$ cat src/rtl/muldiv_ctrl.sv
// muldiv_ctrl: HI/LO multiply/divide sequencer; stalls EX while an op runs, writes HI/LO once on completion.
// Optional MULDIV_DIVZERO_BYPASS_EN: divide by zero skips the divider and yields hi=op_a, lo=all ones.
module muldiv_ctrl #(
  parameter int MUL_LAT = 2
) (
  input  logic        clk,
  input  logic        resetn,
  input  logic        op_valid,
  input  logic [1:0]  op_type,
  input  logic [31:0] op_a,
  input  logic [31:0] op_b,
  input  logic        flush,
  output logic        stallreq,
  output logic        busy,
  output logic        mul_signed,
  output logic [31:0] mul_ina,
  output logic [31:0] mul_inb,
  input  logic [63:0] mul_result,
  output logic        div_start,
  output logic        div_signed,
  output logic        div_annul,
  output logic [31:0] div_opdata1,
  output logic [31:0] div_opdata2,
  input  logic [63:0] div_result,
  input  logic        div_ready,
  output logic        hilo_we,
  output logic [31:0] hi_wdata,
  output logic [31:0] lo_wdata
);
  typedef enum logic [1:0] {IDLE, MUL_WAIT, DIV_RUN, DONE} state_t;
  state_t      state_q, state_d;
  logic [3:0]  cnt_q, cnt_d;
  logic [63:0] res_q, res_d;
  logic [31:0] a_q, a_d, b_q, b_d;
  logic [1:0]  type_q, type_d;
  logic        accept, zero_div, mul_act, div_act;

  assign accept = state_q == IDLE && op_valid && !flush;
`ifdef MULDIV_DIVZERO_BYPASS_EN
  assign zero_div = op_type[1] && op_b == 32'h0;
`else
  assign zero_div = 1'b0;
`endif

  always_comb begin
    state_d = state_q;
    cnt_d   = cnt_q;
    res_d   = res_q;
    a_d     = a_q;
    b_d     = b_q;
    type_d  = type_q;
    case (state_q)
      IDLE: if (accept) begin
        a_d    = op_a;
        b_d    = op_b;
        type_d = op_type;
        if (!op_type[1]) begin
          state_d = MUL_WAIT;
          cnt_d   = 4'(MUL_LAT - 1);
        end else if (zero_div) begin
          state_d = DONE;
          res_d   = {op_a, 32'hFFFF_FFFF};
        end else state_d = DIV_RUN;
      end
      MUL_WAIT: if (flush) state_d = IDLE;
        else if (cnt_q == 4'd0) begin
          res_d   = mul_result;
          state_d = DONE;
        end else cnt_d = cnt_q - 4'd1;
      DIV_RUN: if (flush) state_d = IDLE;
        else if (div_ready) begin
          res_d   = div_result;
          state_d = DONE;
        end
      default: state_d = IDLE;
    endcase
  end

  always_ff @(posedge clk or negedge resetn)
    if (!resetn) begin
      state_q <= IDLE;
      cnt_q   <= 4'd0;
      res_q   <= 64'd0;
      a_q     <= 32'd0;
      b_q     <= 32'd0;
      type_q  <= 2'd0;
    end else begin
      state_q <= state_d;
      cnt_q   <= cnt_d;
      res_q   <= res_d;
      a_q     <= a_d;
      b_q     <= b_d;
      type_q  <= type_d;
    end

  // Outputs decode the registered state; flush and div_ready must act within the same cycle.
  assign mul_act     = state_q == MUL_WAIT;
  assign div_act     = state_q == DIV_RUN;
  assign busy        = state_q != IDLE;
  assign stallreq    = accept || ((mul_act || div_act) && !flush);
  assign mul_signed  = mul_act && !type_q[0];
  assign mul_ina     = mul_act ? a_q : 32'h0;
  assign mul_inb     = mul_act ? b_q : 32'h0;
  assign div_start   = div_act && !div_ready && !flush;
  assign div_signed  = div_act && !type_q[0];
  assign div_annul   = div_act && flush;
  assign div_opdata1 = div_act ? a_q : 32'h0;
  assign div_opdata2 = div_act ? b_q : 32'h0;
  assign hilo_we     = state_q == DONE && !flush;
  assign hi_wdata    = hilo_we ? res_q[63:32] : 32'h0;
  assign lo_wdata    = hilo_we ? res_q[31:0] : 32'h0;
endmodule

$ cat config.mk
export PLATFORM = sky130hd
export DESIGN_NAME = muldiv_ctrl
export DESIGN_NICKNAME = d
export VERILOG_FILES = /design/src/rtl/muldiv_ctrl.sv
export SDC_FILE = /design/constraint.sdc
export NUM_CORES = 1
export LEC_CHECK = 0
export CELL_PAD_IN_SITES_DETAIL_PLACEMENT = 1
export CELL_PAD_IN_SITES_GLOBAL_PLACEMENT = 1
export CORE_ASPECT_RATIO = 1.75
export CORE_MARGIN = 5
export CORE_UTILIZATION = 26
export CTS_CLUSTER_DIAMETER = 200
export CTS_CLUSTER_SIZE = 14
export DETAILED_ROUTE_END_ITERATION = 12
export PLACE_DENSITY = 0.73
export SYNTH_ARGS = -nofsm -noshare
export SYNTH_HDL_FRONTEND = slang
export SYNTH_SLANG_ARGS = --single-unit
$ cat constraint.sdc
create_clock -name clk -period 3.1 [get_ports clk]
set_input_delay 0.93 -clock clk [delete_from_list [all_inputs] [get_ports clk]]
set_output_delay 0.93 -clock clk [all_outputs]
set_load 0.05 [all_outputs]
* Word-level counts from Yosys, hierarchy flattened *
Index checks and enable logic that the tools add are counted.

storage, ports and cells
  register bits after elaboration = 135
  logic and storage cells = 65

operators by class
  eq/ne operators = 12
  reductions and logical operators = 23
  add/subtract/negate cells = 1
  mux-type cells = 23

operators with widths
  cell                                                    count
  two-way mux 64 bit                                      4
  two-way mux 32 bit                                      6
  one-hot mux 64 bit (2 select lines)                     1
  two-way mux 4 bit                                       4
  two-way mux 2 bit                                       6
  inequality test 2 bit (second input constant)           6
  AND reduction 5 bit                                     2
  logical AND 1 bit                                       9
  one-hot mux 4 bit (2 select lines)                      1
  one-hot mux 2 bit (3 select lines)                      1
  nonzero test 2 bit                                      3
  == test 2 bit (second input constant)                   2
  zero test 4 bit                                         1
  subtractor 4 x 1 -> 4 bit (second input constant)       1
  zero test 1 bit                                         3
  inequality test 3 x 2 -> 1 bit (second input constant)  1
  inequality test 3 bit (second input constant)           1
  AND reduction 3 bit                                     1
  == test 2 x 1 -> 1 bit (second input constant)          1
  zero test 2 bit                                         1
  logical OR 1 bit                                        2
  inequality test 2 x 1 -> 1 bit (second input constant)  1
  AND reduction 2 bit                                     1

* Depth between registers and ports, before layout *
  depth in word-level cells = 5
  gate-level depth with buffers = 9
  gate-level depth less buffers = 6

* Worst setup path after synthesis *
No wires, ideal clock.

  path kind = input to output
  start = input port flush
  end = output port div_start
  data required time = 2.170 ns
  buffers on the path = 1
  cell stages on the path = 2
  path slack = -0.091 ns
  data arrival time = 2.261 ns
  cell sequence = buf_6 > nor3b_1

on the way
  cells in the longest elaborated chain, start to end = 2

RTL lines
  what               line  source
  from (decl)        12    input logic flush,
  zero test 1 bit    104   assign div_start = div_act && !div_ready && !flush;
  logical AND 1 bit  104
  to (decl)          19    output logic div_start,

Every way passes these cells.

* Worst setup path in the final report *
  start = input port op_valid
  end = output port stallreq

on the way
  cells in the longest elaborated chain, start to end = 3

RTL lines
  what                            line  source
  from (decl)                     8     input logic op_valid,
  logical AND 1 bit (2 in a row)  38    assign accept = state_q == IDLE && op_valid && !flush;
  logical OR 1 bit                100   assign stallreq = accept || ((mul_act || div_act) && !flush);
  to (decl)                       13    output logic stallreq,

Every way passes these cells.

==> results by group <==
Clocking
  • Clock slew at reported path FFs: approximately 0.06 ns
  • Clk buf depth: 2
  • H-tree levels: 4
  • Cts bufs inserted: 17
  • TritonCTS clock tree: built
  • Post-CTS resize count: 2
  • Setup bufs post-CTS: 0
  • Worst-skew pair later-pin latency: 0.42 ns
  • CTS sink count: between 100 and 150
  • Cts hold-fix bufs: 0
  • Root Driver: clkbuf_16

Floorplan
  • # IOs: between 300 and 400
  • Core Rows: 82
  • Die area: about 0.033 mm^2
  • Die Wd: about 140 um
  • Initial Util: about a quarter
  • Die Height: ~230 um
  • Core Region: 0.0286 mm^2

Synthesis
  • Mapped Area: 0.00752 mm^2
  • Register area share after synthesis: between 40% and 50%
  • Syn_area_per_cell: around 11 um^2
  • Netlist cell types: 32
  • YS warnings: 0
  • Post-Synthesis Cells: 695
  • Net count after synthesis: 900
  • Flop and latch count out of synthesis: between 100 and 150
  • Synth async-reset ratio: 100%
  • Synth Flop Type: dfrtp_1
  • Post-synth EDFFs: 0

Place
  • Final HPWL from detailed placement: approximately 23 mm
  • Dpl ws: -0.0673 ns
  • Number of instances in the placed design: approximately 1400
  • Buffers on Ports: 397
  • Routability cong.: approximately 0.79

Final layout
  • Nets: about 1300
  • Area growth from synthesis to layout: 81.6%
  • Post-Layout Cell Count: approximately 1500
  • Most frequent cells in the layout: 196 x clkdlybuf4s50_1, 193 x and2_1, 143 x buf_12, 135 x dfrtp_1, 123 x a21oi_1
  • Most common cell after layout, fill and taps aside: clkdlybuf4s50_1
  • Layout cell share with drive strength beyond 1: roughly 31%
  • Filler Cells Inserted: between 3000 and 4000

STA
  • Hold Fails Final Rpt: 0
  • RSZ-0062 raised after global routing: false
  • Fin crit period: just over 3 ns
  • Final worst slack: approximately 0.077 ns
  • Setup TNS: 0 ns
  • Worst Skew: 0.00878 ns
  • Final setup vio count: 0
  • Max-slew violations: 0
  • Tcrit/Tclk final: between 90% and 100%
  • Hold Slack: about 0.43 ns
  • Slew @ Worst Pin: a little over 0.6 ns
  • Worst slew margin relative to its limit: between 50 and 60%
  • FMAX: between 300 and 400 MHz

Critical path
  • R2R Path Start: state_q[0]
  • Crit start category: input pin
  • WP data required: 2.17 ns
  • Slowest stage delay, CP: roughly 0.57 ns
  • R2R cell count: 8
  • Critical Path, Cell by Cell: clkdlybuf4s50_1, nand2b_4, or2_4, nand2_1, buf_4
  • Arr. time, crit path: ~2.1 ns
  • Endpoint type of the worst setup path: output port
  • Reg-to-reg endpoint: res_q[53]
  • Worst Path Buf+Inv: 2
  • Critical path depth: 5
  • Register-to-register setup slack: between 0.7 and 0.8 ns
  • Slowest cell on crit path: clkdlybuf4s50_1
  • Top Family by Delay on Critical Path: buffers and inverters
  • WS Path Type: in -> out
  • Crit path max fanout: 3

Detailed routing
  • Via count: a little under 7000
  • DRT Pass-1 Iters: 4
  • Routed Wire Length: between 30 and 40 mm
  • Antenna viol nets, final: 0
  • DR WL/cell: slightly above 20 um
  • Initial drt markers: between 150 and 200
  • Via density: between 4 and 5
  • Drt drc: 0

Outcome
  • Status: completed

Worst hold path
  • Worst min path class: in -> async

Pwr
  • Power Total: about 14 mW
  • Pwr per Cell Area: about 1000 mW/mm^2
  • Peak supply drop: just under 600 uV
  • Leak: slightly below 6 nW

GRT
  • GRT Util Overall: about a fifth
  • Vias in the first global route: between 7000 and 8000
  • Largest net degree at the start of global routing: 67
  • First-pass GRT wire length: about 47 mm
  • Initial antenna violation count: 5
  • GR Overflow Total: 0

Flow run
  • MaxCap Viol Count: 0
-- routing by layer --
| layer | up-vias | GRT usage, % | wire length [um] |
|---|---|---|---|
| li1 | 3108 | - | - |
| met1 | 3293 | 19.3 | 10700 |
| met2 | 275 | 34.3 | 16600 |
| met3 | 46 | 6.57 | 2310 |
| met4 | 4 | 7.01 | 917 |
| met5 | - | 0 | 19 |
-- through the flow --
stage	utilization, %	area, um^2
6_report	47.7	13600
5_1_grt	47.7	13600
4_1_cts	47.6	13600
3_5_place_dp	45.7	13100
3_3_place_gp	45.7	13100
2_1_floorplan	-	7520
-- logic make-up after synthesis --
| logic type | count (synthesis) | share of synthesized area, % |
|---|---|---|
| compound gates | 143 | 10.2 |
| fa+ha+maj | 6 | 0.999 |
| buf+inv | 65 | 5.18 |
| flops | 135 | 44.9 |
| mux | 132 | 20.6 |
| simple gates | 214 | 18.0 |
-- synthesized netlist by cell type, drive strengths merged, types with 2 or more instances --
| cell | number | area [um^2] |
|---|---|---|
| clkbuf | 21 | 78.8 |
| mux2i | 65 | 651 |
| inv | 7 | 26.3 |
| nor2 | 2 | 7.51 |
| and2 | 194 | 1210 |
| nor3b | 2 | 15.0 |
| ha | 6 | 75.1 |
| dfrtp | 135 | 3380 |
| o21ai | 5 | 25.0 |
| nor2b | 4 | 25.0 |
| mux2 | 67 | 901 |
| a21oi | 132 | 694 |
| a22o | 2 | 17.5 |
| buf | 37 | 284 |
| nand2b | 3 | 26.3 |
| nand2 | 3 | 11.3 |
-- power breakdown --
part,leakage (nW),switching [mW],internal (mW)
registers,1.55,0.616,2.66
clock network,0.265,0.776,1.10
logic,4.03,4.97,3.84
-- state kept, by name, indices dropped and copies added (netlist names) --
| signal | flops |
|---|---|
| b_q | 32 |
| type_q | 1 |
| cnt_q | 4 |
| state_q | 2 |
| res_q | 64 |
| a_q | 32 |
-- area by class of cell --
class / instances / area (um^2) / area share, %
inverters: 7 / 26.3 / 0.193
multi-input cells: 495 / 3800 / 27.8
flip-flops and latches: 135 / 3380 / 24.8
well taps: 378 / 473 / 3.47
repair buffers: 419 / 5430 / 39.8
clock inverters: 8 / 48.8 / 0.358
diodes: 3 / 7.51 / 0.0550
clock buffers: 23 / 488 / 3.58
-- how the worst max path moves through the flow --
stage | from | endpoint | slack (ns)
3_5_place_dp | flush | lo_wdata[17] | -0.07
6_report | op_valid | stallreq | 0.08
3_3_place_gp | flush | lo_wdata[13] | -0.06
4_1_cts | op_valid | stallreq | 0.06
5_1_grt | state_q[0] | div_signed | 0.04
2_1_floorplan | flush | lo_wdata[22] | 0.01
(Power assumes the default switching activity.)
